File: src/rtl/i_decode_pkg.sv
// Shared constants and types for the decode stage: op classes, major opcodes,
// immediate-format selects and the registered micro-op record.
package i_decode_pkg;

  localparam int XLEN_DEF  = 32;
  localparam int REG_W_DEF = 5;
  localparam int OPC_WID   = 4;

  localparam logic [OPC_WID-1:0] OPC_NONE   = 4'd0;
  localparam logic [OPC_WID-1:0] OPC_ALU    = 4'd1;
  localparam logic [OPC_WID-1:0] OPC_LOAD   = 4'd2;
  localparam logic [OPC_WID-1:0] OPC_STORE  = 4'd3;
  localparam logic [OPC_WID-1:0] OPC_BRANCH = 4'd4;
  localparam logic [OPC_WID-1:0] OPC_VALU   = 4'd5;
  localparam logic [OPC_WID-1:0] OPC_VLOAD  = 4'd6;
  localparam logic [OPC_WID-1:0] OPC_VSTORE = 4'd7;
  localparam logic [OPC_WID-1:0] OPC_VSET   = 4'd8;

  localparam logic [6:0] OP_LUI    = 7'b0110111;
  localparam logic [6:0] OP_IMM    = 7'b0010011;
  localparam logic [6:0] OP_OP     = 7'b0110011;
  localparam logic [6:0] OP_LOAD   = 7'b0000011;
  localparam logic [6:0] OP_STORE  = 7'b0100011;
  localparam logic [6:0] OP_BRANCH = 7'b1100011;
  localparam logic [6:0] OP_V      = 7'b1010111;
  localparam logic [6:0] OP_VL     = 7'b0000111;
  localparam logic [6:0] OP_VS     = 7'b0100111;

  typedef enum logic [2:0] {
    IMM_NONE, IMM_I, IMM_S, IMM_B, IMM_U, IMM_SIMM5, IMM_ZIMM11
  } imm_sel_e;

  typedef struct packed {
    logic [OPC_WID-1:0]   cls;
    logic                 illegal;
    logic [REG_W_DEF-1:0] rd;
    logic [REG_W_DEF-1:0] rs1;
    logic [REG_W_DEF-1:0] rs2;
    logic                 rd_wen;
    logic                 rs1_used;
    logic                 rs2_used;
    logic                 vec_dst;
    logic                 vec_src;
    logic [2:0]           funct3;
    logic [5:0]           funct6;
    logic                 vm;
    logic [XLEN_DEF-1:0]  imm;
  } uop_t;

endpackage

File: src/rtl/i_decode_imm_gen.sv
// Immediate extraction and extension for the decode stage (purely combinational).
module i_decode_imm_gen
  import i_decode_pkg::*;
(
  input  logic [31:0]         inst_i,
  input  imm_sel_e            sel_i,
  output logic [XLEN_DEF-1:0] imm_o
);

  always_comb begin
    imm_o = '0;
    unique case (sel_i)
      IMM_I:      imm_o = {{20{inst_i[31]}}, inst_i[31:20]};
      IMM_S:      imm_o = {{20{inst_i[31]}}, inst_i[31:25], inst_i[11:7]};
      IMM_B:      imm_o = {{19{inst_i[31]}}, inst_i[31], inst_i[7], inst_i[30:25],
                           inst_i[11:8], 1'b0};
      IMM_U:      imm_o = {inst_i[31:12], 12'b0};
      IMM_SIMM5:  imm_o = {{27{inst_i[19]}}, inst_i[19:15]};
      IMM_ZIMM11: imm_o = {21'b0, inst_i[30:20]};
      default:    imm_o = '0;
    endcase
  end

endmodule

File: src/rtl/i_decode.sv
// Decode stage: one-entry buffer between fetch and dispatch holding a decoded
// RV32I/RVV micro-op. State table: EMPTY | ready for fetch ; FULL | op held for dispatch.
module i_decode
  import i_decode_pkg::*;
#(
  parameter int XLEN  = 32,
  parameter int REG_W = 5
) (
  input  logic               clk,
  input  logic               rst,
  input  logic               id_valid,
  input  logic [31:0]        id_inst,
  output logic               id_vacant,
  output logic               is_valid,
  input  logic               is_ready,
  output logic [3:0]         is_class,
  output logic               is_illegal,
  output logic [REG_W-1:0]   is_rd,
  output logic [REG_W-1:0]   is_rs1,
  output logic [REG_W-1:0]   is_rs2,
  output logic               is_rd_wen,
  output logic               is_rs1_used,
  output logic               is_rs2_used,
  output logic               is_vec_dst,
  output logic               is_vec_src,
  output logic [2:0]         is_funct3,
  output logic [5:0]         is_funct6,
  output logic               is_vm,
  output logic [XLEN-1:0]    is_imm
);

  typedef enum logic {ST_EMPTY, ST_FULL} state_e;

  state_e        state_q, state_d;
  uop_t          uop_q, uop_d, dec;
  imm_sel_e      imm_sel;
  logic [XLEN_DEF-1:0] imm;

  i_decode_imm_gen u_imm_gen (
    .inst_i (id_inst),
    .sel_i  (imm_sel),
    .imm_o  (imm)
  );

  // Register fields are passed through raw; only enables/class depend on the opcode.
  always_comb begin
    dec          = '0;
    imm_sel      = IMM_NONE;
    dec.cls      = OPC_NONE;
    dec.illegal  = 1'b1;
    dec.rd       = id_inst[11:7];
    dec.rs1      = id_inst[19:15];
    dec.rs2      = id_inst[24:20];
    dec.funct3   = id_inst[14:12];
    dec.funct6   = id_inst[31:26];
    dec.vm       = id_inst[25];
    unique case (id_inst[6:0])
      OP_LUI: begin
        dec.cls = OPC_ALU; dec.illegal = 1'b0; dec.rd_wen = 1'b1; imm_sel = IMM_U;
      end
      OP_IMM: begin
        dec.cls = OPC_ALU; dec.illegal = 1'b0; dec.rd_wen = 1'b1; dec.rs1_used = 1'b1;
        imm_sel = IMM_I;
      end
      OP_OP: begin
        dec.cls = OPC_ALU; dec.illegal = 1'b0; dec.rd_wen = 1'b1; dec.rs1_used = 1'b1;
        dec.rs2_used = 1'b1;
      end
      OP_LOAD: begin
        dec.cls = OPC_LOAD; dec.illegal = 1'b0; dec.rd_wen = 1'b1; dec.rs1_used = 1'b1;
        imm_sel = IMM_I;
      end
      OP_STORE: begin
        dec.cls = OPC_STORE; dec.illegal = 1'b0; dec.rs1_used = 1'b1; dec.rs2_used = 1'b1;
        imm_sel = IMM_S;
      end
      OP_BRANCH: begin
        if (id_inst[14:12] == 3'b001) begin
          dec.cls = OPC_BRANCH; dec.illegal = 1'b0; dec.rs1_used = 1'b1;
          dec.rs2_used = 1'b1; dec.rd = '0; imm_sel = IMM_B;
        end
      end
      OP_V: begin
        unique case (id_inst[14:12])
          3'b111: begin
            dec.cls = OPC_VSET; dec.illegal = 1'b0; dec.rd_wen = 1'b1; dec.rs1_used = 1'b1;
            if (id_inst[31]) dec.rs2_used = 1'b1;
            else             imm_sel = IMM_ZIMM11;
          end
          3'b000, 3'b100: begin
            dec.cls = OPC_VALU; dec.illegal = 1'b0; dec.rd_wen = 1'b1; dec.vec_dst = 1'b1;
            dec.vec_src = 1'b1; dec.rs1_used = 1'b1; dec.rs2_used = 1'b1;
          end
          3'b011: begin
            dec.cls = OPC_VALU; dec.illegal = 1'b0; dec.rd_wen = 1'b1; dec.vec_dst = 1'b1;
            dec.vec_src = 1'b1; dec.rs2_used = 1'b1; imm_sel = IMM_SIMM5;
          end
          default: ;
        endcase
      end
      OP_VL: begin
        dec.cls = OPC_VLOAD; dec.illegal = 1'b0; dec.rd_wen = 1'b1; dec.vec_dst = 1'b1;
        dec.rs1_used = 1'b1;
      end
      OP_VS: begin
        dec.cls = OPC_VSTORE; dec.illegal = 1'b0; dec.vec_src = 1'b1; dec.rs1_used = 1'b1;
      end
      default: ;
    endcase
  end

  always_comb begin
    state_d = state_q;
    uop_d   = uop_q;
    unique case (state_q)
      ST_EMPTY: if (id_valid) begin
        state_d   = ST_FULL;
        uop_d     = dec;
        uop_d.imm = imm;
      end
      ST_FULL: if (is_ready) state_d = ST_EMPTY;
      default: state_d = ST_EMPTY;
    endcase
  end

  always_ff @(posedge clk or posedge rst) begin
    if (rst) begin
      state_q <= ST_EMPTY;
      uop_q   <= '0;
    end else begin
      state_q <= state_d;
      uop_q   <= uop_d;
    end
  end

  a_no_fetch_when_full: assert property (@(posedge clk) disable iff (rst)
    !(state_q == ST_FULL && id_valid))
    else $error("id_valid received while decode buffer is full");

  assign id_vacant   = (state_q == ST_EMPTY);
  assign is_valid    = (state_q == ST_FULL);
  assign is_class    = uop_q.cls;
  assign is_illegal  = uop_q.illegal;
  assign is_rd       = uop_q.rd;
  assign is_rs1      = uop_q.rs1;
  assign is_rs2      = uop_q.rs2;
  assign is_rd_wen   = uop_q.rd_wen;
  assign is_rs1_used = uop_q.rs1_used;
  assign is_rs2_used = uop_q.rs2_used;
  assign is_vec_dst  = uop_q.vec_dst;
  assign is_vec_src  = uop_q.vec_src;
  assign is_funct3   = uop_q.funct3;
  assign is_funct6   = uop_q.funct6;
  assign is_vm       = uop_q.vm;
  assign is_imm      = uop_q.imm;

endmodule

File: config.mk
export PLATFORM = sky130hd
export DESIGN_NAME = i_decode
export DESIGN_NICKNAME = d
export VERILOG_FILES = /design/src/rtl/i_decode_pkg.sv /design/src/rtl/i_decode_imm_gen.sv /design/src/rtl/i_decode.sv
export SDC_FILE = /design/constraint.sdc
export NUM_CORES = 1
export LEC_CHECK = 0
export ABC_AREA = 1
export BUFFER_PORTS_ARGS = -buffer_cell sky130_fd_sc_hd__buf_2
export CAP_MARGIN = 20
export CORE_MARGIN = 2
export CORE_UTILIZATION = 35
export CTS_BUF_LIST = sky130_fd_sc_hd__clkbuf_8
export DETAILED_ROUTE_END_ITERATION = 10
export GPL_TIMING_DRIVEN = 1
export PLACE_DENSITY = 0.61
export SYNTH_ARGS = -nofsm -noshare
export SYNTH_HDL_FRONTEND = slang
export SYNTH_SLANG_ARGS = --single-unit
export TNS_END_PERCENT = 100
File: constraint.sdc
create_clock -name clk -period 2.55 [get_ports clk]
set_input_delay 0.51 -clock clk [delete_from_list [all_inputs] [get_ports clk]]
set_output_delay 0.51 -clock clk [all_outputs]
set_load 0.02 [all_outputs]
== Word-level counts from Yosys, hierarchy flattened ==
Index checks and enable logic that the tools add are counted.
Widths: inputs -> output; s select.

* Input bits: 36
* Logic and storage cells: 68
* Flip-flop bits (word level): 68

* Mux-type cells: 23
* Eq/ne operators: 19
* Reductions and logical operators: 10
* Bitwise logic cells: 1

{| class="wikitable"
|+ Operators by type and width
! operator !! number
|-
| $pmux 32 s6 || 1
|-
| $pmux 5 s7 || 1
|-
| $eq 7x6->1 const B || 4
|-
| $eq 3x3->1 const B || 5
|-
| $pmux 3 s5 || 1
|-
| $eq 7x7->1 const B || 2
|-
| $pmux 1 s2 || 5
|-
| $pmux 5 s2 || 1
|-
| $eq 3x2->1 const B || 3
|-
| $mux 9 || 1
|-
| $reduce_or 3->1 || 3
|-
| $eq 7x2->1 const B || 1
|-
| $eq 7x3->1 const B || 1
|-
| $eq 7x5->1 const B || 1
|-
| $eq 3x1->1 const B || 2
|-
| $mux 2 || 3
|-
| $pmux 1 s3 || 2
|-
| $pmux 3 s2 || 1
|-
| $reduce_or 6->1 || 1
|-
| $mux 1 || 5
|-
| $mux 5 || 1
|-
| $reduce_or 5->1 || 1
|-
| $reduce_or 2->1 || 2
|-
| $reduce_or 4->1 || 1
|-
| other kinds (4) || 4
|}

== Logic depth before layout (Yosys ltp) ==
Gate-level depths: netlist (run 1).

* Depth after elaboration: 5
* Depth in mapped cells: 10

== Hierarchy ==
A second synthesis (run 1) with hierarchy kept.

* Cell total of the unflattened synthesis: 468
* Area total of the unflattened synthesis: 3487.1 um^2

{| class="wikitable"
|+ Modules (own cells, without submodules)
! module !! area each (um^2) !! cells an instance !! times used !! seq. area each (um^2)
|-
| i_decode || 2962.8 || 364 || 1 || 1701.6
|-
| i_decode_imm_gen || 524.3 || 104 || 1 || 0.0
|}

== Worst setup path before layout (run 1) ==
Ideal clock, no wire load.

* Path kind: in2reg
* Start: input port id_inst[2]
* End: register uop_q, in the netlist is_imm[30]
* Path slack: 1.151 ns
* Stages: 10
* Data arrival time: 1.333 ns
* Buffers on the path: 1
* Setup time: 0.066 ns
* Cell sequence: inv_1 -> nand2_1 -> nor2_2 -> nand2_1 -> nand2_1 -> nand2_1 -> buf_4 -> nand4_1 -> nand2_1 -> nand2_1

* Longest elaborated chain between the ends: 5
* Elaborated cells on any way between the ends: 15
* Those cells by class: eq/ne: 12; mux: 2; reduce/logical: 1

{| class="wikitable"
|+ Ends and longest elaborated chain
! element !! line !! text
|-
| from (decl) || i_decode.sv:12 || <nowiki>input logic [31:0] id_inst,</nowiki>
|-
| $eq 7x2->1 / $eq 7x5->1 (equally long branches) || i_decode.sv:57 || <nowiki>unique case (id_inst[6:0])</nowiki>
|-
| $reduce_or 2->1 (no line) || n/a ||
|-
| $pmux 3 s5 (*) || i_decode.sv:57 ||
|-
| $eq 3x3->1, or another cell as far along || i_decode_imm_gen.sv:12 || <nowiki>unique case (sel_i)</nowiki>
|-
| $pmux 32 s6 (*) || i_decode_imm_gen.sv:12 ||
|-
| to (signal assigned) || i_decode.sv:132 || <nowiki>uop_q <= uop_d;</nowiki>
|-
| to (decl) || i_decode.sv:35 || <nowiki>uop_t uop_q, uop_d, dec;</nowiki>
|}

Every way passes the cells marked *; elsewhere a longest branch is shown, timed or not.
A chain may end at the register's enable or synchronous reset.

== Final worst setup path (run 1) ==
* Start: input port id_inst[1]
* End: register uop_q, in the netlist is_imm[15]

Same word-level chain as after synthesis.

==> impl_metrics.py, run 1 <==
metrics = {
    "run_status": {
        "outcome": "finished clean",
    },
    "sta": {
        "skew_ns": 0.00671,
        "final_max_slew_viol_count": 0,
        "hold_viol": 0,
        "fmax_mhz": 539,
        "worst_pin_slew_ns": 0.734,
        "tns_ns": 0,
        "slew_headroom_pct": 50.9,
        "rsz0062_at_grt": "no",
        "setup_viol": 0,
        "period_share_pct": 72.7,
        "period_needed_ns": 1.86,
    },
    "setup_path": {
        "cp_slowest_cell": "nand3_1",
        "cp-start-kind": "primary input",
        "r2r_end": "is_imm[15]$_DFFE_PP0P_",
        "reg2reg_depth": 6,
        "path_depth": 9,
        "slowest_delay_ns": 0.58,
        "rrSetupSlack_ns": 0.99,
        "crit_path_end_kind": "flip-flop",
        "worstPathRequired_ns": 2.86,
        "crit_buf_inv": 2,
        "startpoint": "id_inst[1]",
        "path_cells": "buf_2, nand2_2, inv_1, nand2_1, nor2_1, nand3_1, nand4_1, nand2_1, nand2_1",
        "path_max_fanout": 20,
        "reg2reg_from": "is_valid$_DFF_PP0_",
        "cp_common_cell": "nand2_1",
        "critPathTopFamily": "simple AND/OR/NAND/NOR gates",
        "worstPathArrival_ns": 2.16,
        "crit_type": "primary input to flip-flop",
    },
    "synth": {
        "synth_top_cell_by_area": "dfrtp_1",
        "ys_top_cells_by_area": "dfrtp_1, nand2_1, nand3_1, nand4_1, buf_2",
        "synth_area_sq_mm": 0.00365,
        "syn_avg_cell_area_sq_um": 7.46,
        "syn-num-nets": 525,
        "ys_warn_count": 0,
        "synthCells": 489,
        "yosysUniqueCellTypes": 29,
        "seq_area_frac_synth_pct": 46.6,
        "yosys_register_bits": 68,
        "ys.flop_type": "dfrtp_1",
        "synth-edff-count": 0,
        "async_flop_share_pct": 100,
        "yosysTopAreaCellShare_pct": 46.6,
    },
    "clock_tree": {
        "holdBufCountCts": 0,
        "cts_root_buf": "clkbuf_8",
        "cts_tree": "done",
        "clock_latency_ns": 0.37,
        "clk_transition_reported_paths_ns": 0.08,
        "htreeDepth": 3,
        "numCtsBuffers": 9,
        "clk_path_buf_depth": 2,
        "ctsResizeCount": 0,
        "clkSinkCount": 68,
        "post_cts_buffers": 0,
    },
    "placed_design": {
        "dp.final_hpwl_um": 7980,
        "routabilityCongestion": 0.848,
        "place_area_sq_mm": 0.00428,
        "port_buffers": 104,
    },
    "global_route": {
        "grt_util_all_layers_pct": 20.6,
        "grt_antenna_before_repair": 0,
        "grt_pass1_vias": 3342,
        "grt_pass1_wl_um": 17700,
        "grt_max_degree": 71,
        "grt_overflow": 0,
    },
    "finish": {
        "drive_gt1_share_pct": 26.4,
        "diodes": 0,
        "area_delta_synth_final_pct": 23.4,
        "fin_area_sq_mm": 0.00450,
        "nets": 622,
    },
    "route": {
        "via_per_inst": 5.02,
        "wl_um": 11100,
        "drt_first_iter_violations": 268,
        "via_count": 3647,
        "wire_per_inst_um": 15.3,
        "drc": 0,
        "drt_first_pass_iters": 5,
        "antenna_left": 0,
    },
    "floorplan": {
        "die_x_um": 106,
        "dieHeight_um": 106,
        "row_count": 37,
        "start_util_pct": 35.7,
        "core_sq_mm": 0.0102,
        "ioPinCount": 105,
        "dieArea_sq_mm": 0.0113,
    },
    "flow_run": {
        "cap_violations": 0,
    },
    "power_and_ir_drop": {
        "ir_worst_vdd_mv": 0.275,
        "p_leak_nw": 2.61,
        "pwr_density_cell_mw_per_mm2": 639,
    },
    "hold_path": {
        "hp-class": "primary input to asynchronous set/reset pin",
    },
}
==> power breakdown <==
group          total [mW]  leakage [nW]  switching [mW]  internal (mW)
Sequential           1.25         0.895          0.0597           1.19
Clock                1.01         0.102           0.457          0.554
Combinational       0.615          1.61           0.428          0.188
==> metal layers <==
metal | share of wire [%] | GRT usage (%)
met1 | 46 | 28.9
met2 | 44 | 30.0
met4 | 1.9 | 7.24
met5 | 0 | 0
met3 | 7.7 | 6.25
==> cell type report <==
cell class,count,area [sq um]
inverters,29,109
clock inverters,7,100
well taps,136,170
clock buffers,9,124
flip-flops and latches,68,1700
repair buffers,117,631
multi-input cells,361,1670
fillers,1046,5730
==> cell families after synthesis <==
group | share of synthesized area, %
AO/OA/AOI/OAI | 3.91
flip-flops | 46.6
buffers and inverters | 7.71
AND/OR/NAND/NOR | 41.8
==> cell usage in the layout (no fill, tap or decap), drive strengths merged, types with 3 or more instances in the layout <==
master      n
nand3      68
nor3        3
nor2       22
clkinv     11
clkinvlp    3
nand2     208
clkbuf      9
nand4      35
a22o        4
buf       117
dfrtp      68
o21ai      13
inv        20
==> stage by stage <==
| step | util [%] | setup WS [ns] | total power [mW] | instances | hold WS, ns |
|---|---|---|---|---|---|
| 6_report | 44.0 | 0.695 | 2.88 | 727 | 0.154 |
| 5_1_grt | 44.0 | 0.473 | 3.02 | 727 | 0.175 |
| 4_1_cts | 44.0 | 0.725 | 2.92 | 727 | 0.151 |
| 3_5_place_dp | 41.8 | 0.340 | 1.89 | 711 | 0.460 |
| 3_3_place_gp | 41.8 | 0.366 | 1.89 | 711 | 0.456 |
| 2_1_floorplan | - | 0.328 | 1.64 | 489 | 0.591 |
==> state kept, by name, indices dropped and copies added, names as in the netlist, 3 cells and up <==
| register | flops |
|---|---|
| is_funct3 | 3 |
| is_rs1 | 5 |
| is_imm | 32 |
| is_rs2 | 5 |
| is_funct6 | 6 |
| is_class | 4 |
| is_rd | 5 |
==> worst max-delay path by stage <==
stage | to
after floorplan | is_class[0]$_DFFE_PP0P_
after global placement | is_imm[12]$_DFFE_PP0P_
after detailed placement | is_imm[13]$_DFFE_PP0P_
after CTS | is_imm[12]$_DFFE_PP0P_
after global routing | is_imm[27]$_DFFE_PP0P_
final | is_imm[15]$_DFFE_PP0P_
==> Yosys cell counts, drive strengths merged (3+ instances only) <==
master	n
nand3	68
clkbuf	7
o21ai	13
dfrtp	68
nand2	208
a22o	4
nor3	3
nand4	35
buf	24
nor2	22
inv	19
clkinv	10
(Power assumes the default switching activity.)
==> run 2: changes to the inputs <==
Clock period 2.55 ns to 1.8 ns, I/O delays scaled along.
==> run 2 against run 1 <==
  * Die area did not move
  * Worst setup slack got worse by 0.32 ns
  * Register-to-register slack got worse by 0.61 ns
  * Final cell count rose by 0.41%
  * Combinational power rose by 43%
  * Routed wire length fell by 1.6%
  * Worst hold slack got worse by 0.056 ns
==> impl_metrics.py, run 2 (same netlist as run 1, synthesis figures left out) <==
metrics = {
    "sta": {
        "period_needed_ns": 1.42,
        "slew_headroom_pct": 71.9,
        "worst_pin_slew_ns": 0.421,
        "skew_ns": 0.00469,
        "timing.final.ws_setup_ns": 0.377,
        "setup_viol": 0,
        "rsz0062_at_grt": "no",
        "tns_ns": 0,
        "hold_ws_ns": 0.0983,
        "final_max_slew_viol_count": 0,
        "period_share_pct": 79.0,
        "fmax_mhz": 703,
        "hold_viol": 0,
    },
    "setup_path": {
        "crit_type": "flip-flop to flip-flop",
        "path_max_fanout": 40,
        "worstPathRequired_ns": 2.09,
        "worstPathArrival_ns": 1.71,
        "cp_slowest_cell": "buf_4",
        "path_cells": "inv_2, nand2_2, inv_2, buf_4, nand2_1, nand2_1",
        "slowest_delay_ns": 0.40,
        "crit_path_end_kind": "flip-flop",
        "cp-start-kind": "flip-flop",
    },
    "placed_design": {
        "post-place-ws_ns": 0.144,
        "dp.cells": 714,
        "port_buffers": 104,
        "routabilityCongestion": 0.860,
        "place_area_sq_mm": 0.00433,
        "dp.final_hpwl_um": 7890,
    },
    "route": {
        "drt_first_iter_violations": 207,
        "via_count": 3645,
        "wl_um": 10900,
        "wire_per_inst_um": 15.0,
        "drt_first_pass_iters": 4,
        "antenna_left": 0,
        "via_per_inst": 4.99,
        "drc": 0,
    },
    "floorplan": {
        "dieArea_sq_mm": 0.0113,
        "start_util_pct": 35.7,
        "core_sq_mm": 0.0102,
        "row_count": 37,
        "ioPinCount": 105,
        "die_x_um": 106,
        "dieHeight_um": 106,
    },
    "power_and_ir_drop": {
        "p_total_mw": 4.09,
        "pwr_density_cell_mw_per_mm2": 897,
        "p_leak_nw": 2.64,
        "ir_worst_vdd_mv": 0.405,
    },
    "clock_tree": {
        "clk_path_buf_depth": 2,
        "htreeDepth": 3,
        "clock_latency_ns": 0.34,
        "clk_transition_reported_paths_ns": 0.08,
        "ctsResizeCount": 0,
        "post_cts_buffers": 0,
        "clkSinkCount": 68,
        "cts_tree": "done",
        "cts_root_buf": "clkbuf_8",
        "numCtsBuffers": 9,
        "holdBufCountCts": 0,
    },
    "finish": {
        "fin_area_sq_mm": 0.00456,
        "instances_no_fill": 730,
        "diodes": 0,
        "layout_commonest_cell": "nand2_1",
        "drive_gt1_share_pct": 26.8,
        "nets": 625,
        "largest_register_ffs": 32,
        "final_util_pct": 44.5,
        "area_delta_synth_final_pct": 24.9,
        "final_cell_mix": "nand2_1, buf_2, nand3_1, dfrtp_1, nand4_1",
    },
    "global_route": {
        "grt_max_degree": 71,
        "grt_antenna_before_repair": 0,
        "grt_pass1_vias": 3367,
        "grt_pass1_wl_um": 17800,
        "grt_overflow": 0,
        "grt_util_all_layers_pct": 20.0,
    },
    "run_status": {
        "outcome": "finished clean",
    },
    "hold_path": {
        "hp-class": "primary input to asynchronous set/reset pin",
    },
    "flow_run": {
        "cap_violations": 0,
    },
}
==> run 2: cell types whose count changed in the layout (fill, tap and decap cells not counted), sizes merged <==
cell      delta
clkbuf       +1
clkinv       +3
clkinvlp     -2
buf          +3
inv          -2
==> run 2: cell type report <==
| cell class | instances | area, sq um |
|---|---|---|
| Multi-Input combinational cell | 361 | 1670 |
| Clock buffer | 10 | 138 |
| Sequential cell | 68 | 1700 |
| Inverter | 29 | 113 |
| Fill cell | 1079 | 5670 |
| Timing Repair Buffer | 120 | 678 |
| Clock inverter | 6 | 87.6 |
| Tap cell | 136 | 170 |
==> run 2: power by group <==
part           leakage [nW]  internal (mW)  switching (mW)
logic                  1.63          0.276           0.606
clock network         0.116          0.818           0.613
registers             0.895           1.69          0.0854
==> run 2: final timing paths <==
| path | startpoint | end | slack (ns) | cells after the start |
|---|---|---|---|---|
| setup / recovery | is_valid$_DFF_PP0_ | is_imm[12]$_DFFE_PP0P_ | 0.38 | 6 |
| hold / removal | rst | is_funct6[2]$_DFFE_PP0P_ | 0.1 | 3 |
| setup reg to reg | is_valid$_DFF_PP0_ | is_imm[12]$_DFFE_PP0P_ | 0.38 | 6 |
| hold reg to reg | is_imm[24]$_DFFE_PP0P_ | is_imm[24]$_DFFE_PP0P_ | 0.48 | 2 |
| max in group asynchronous | rst | is_imm[4]$_DFFE_PP0P_ | 1.41 | 3 |
| min in group clk | is_ready | is_valid$_DFF_PP0_ | 0.20 | 2 |
==> run 2: critical path, delay by kind of cell (launching register included) <==
kind          cells  cell delay, ns
buf+inv           3            0.65
flops             1            0.39
simple gates      3            0.30
==> run 2: metal layers <==
layer | GRT usage [%] | routed length (um) | vias to the layer above
met1 | 29.5 | 5280 | 1730
met2 | 30.2 | 4890 | 104
met4 | 4.42 | 98 | 0
met5 | 0 | 0 | -
li1 | - | - | 1804
met3 | 4.29 | 644 | 7
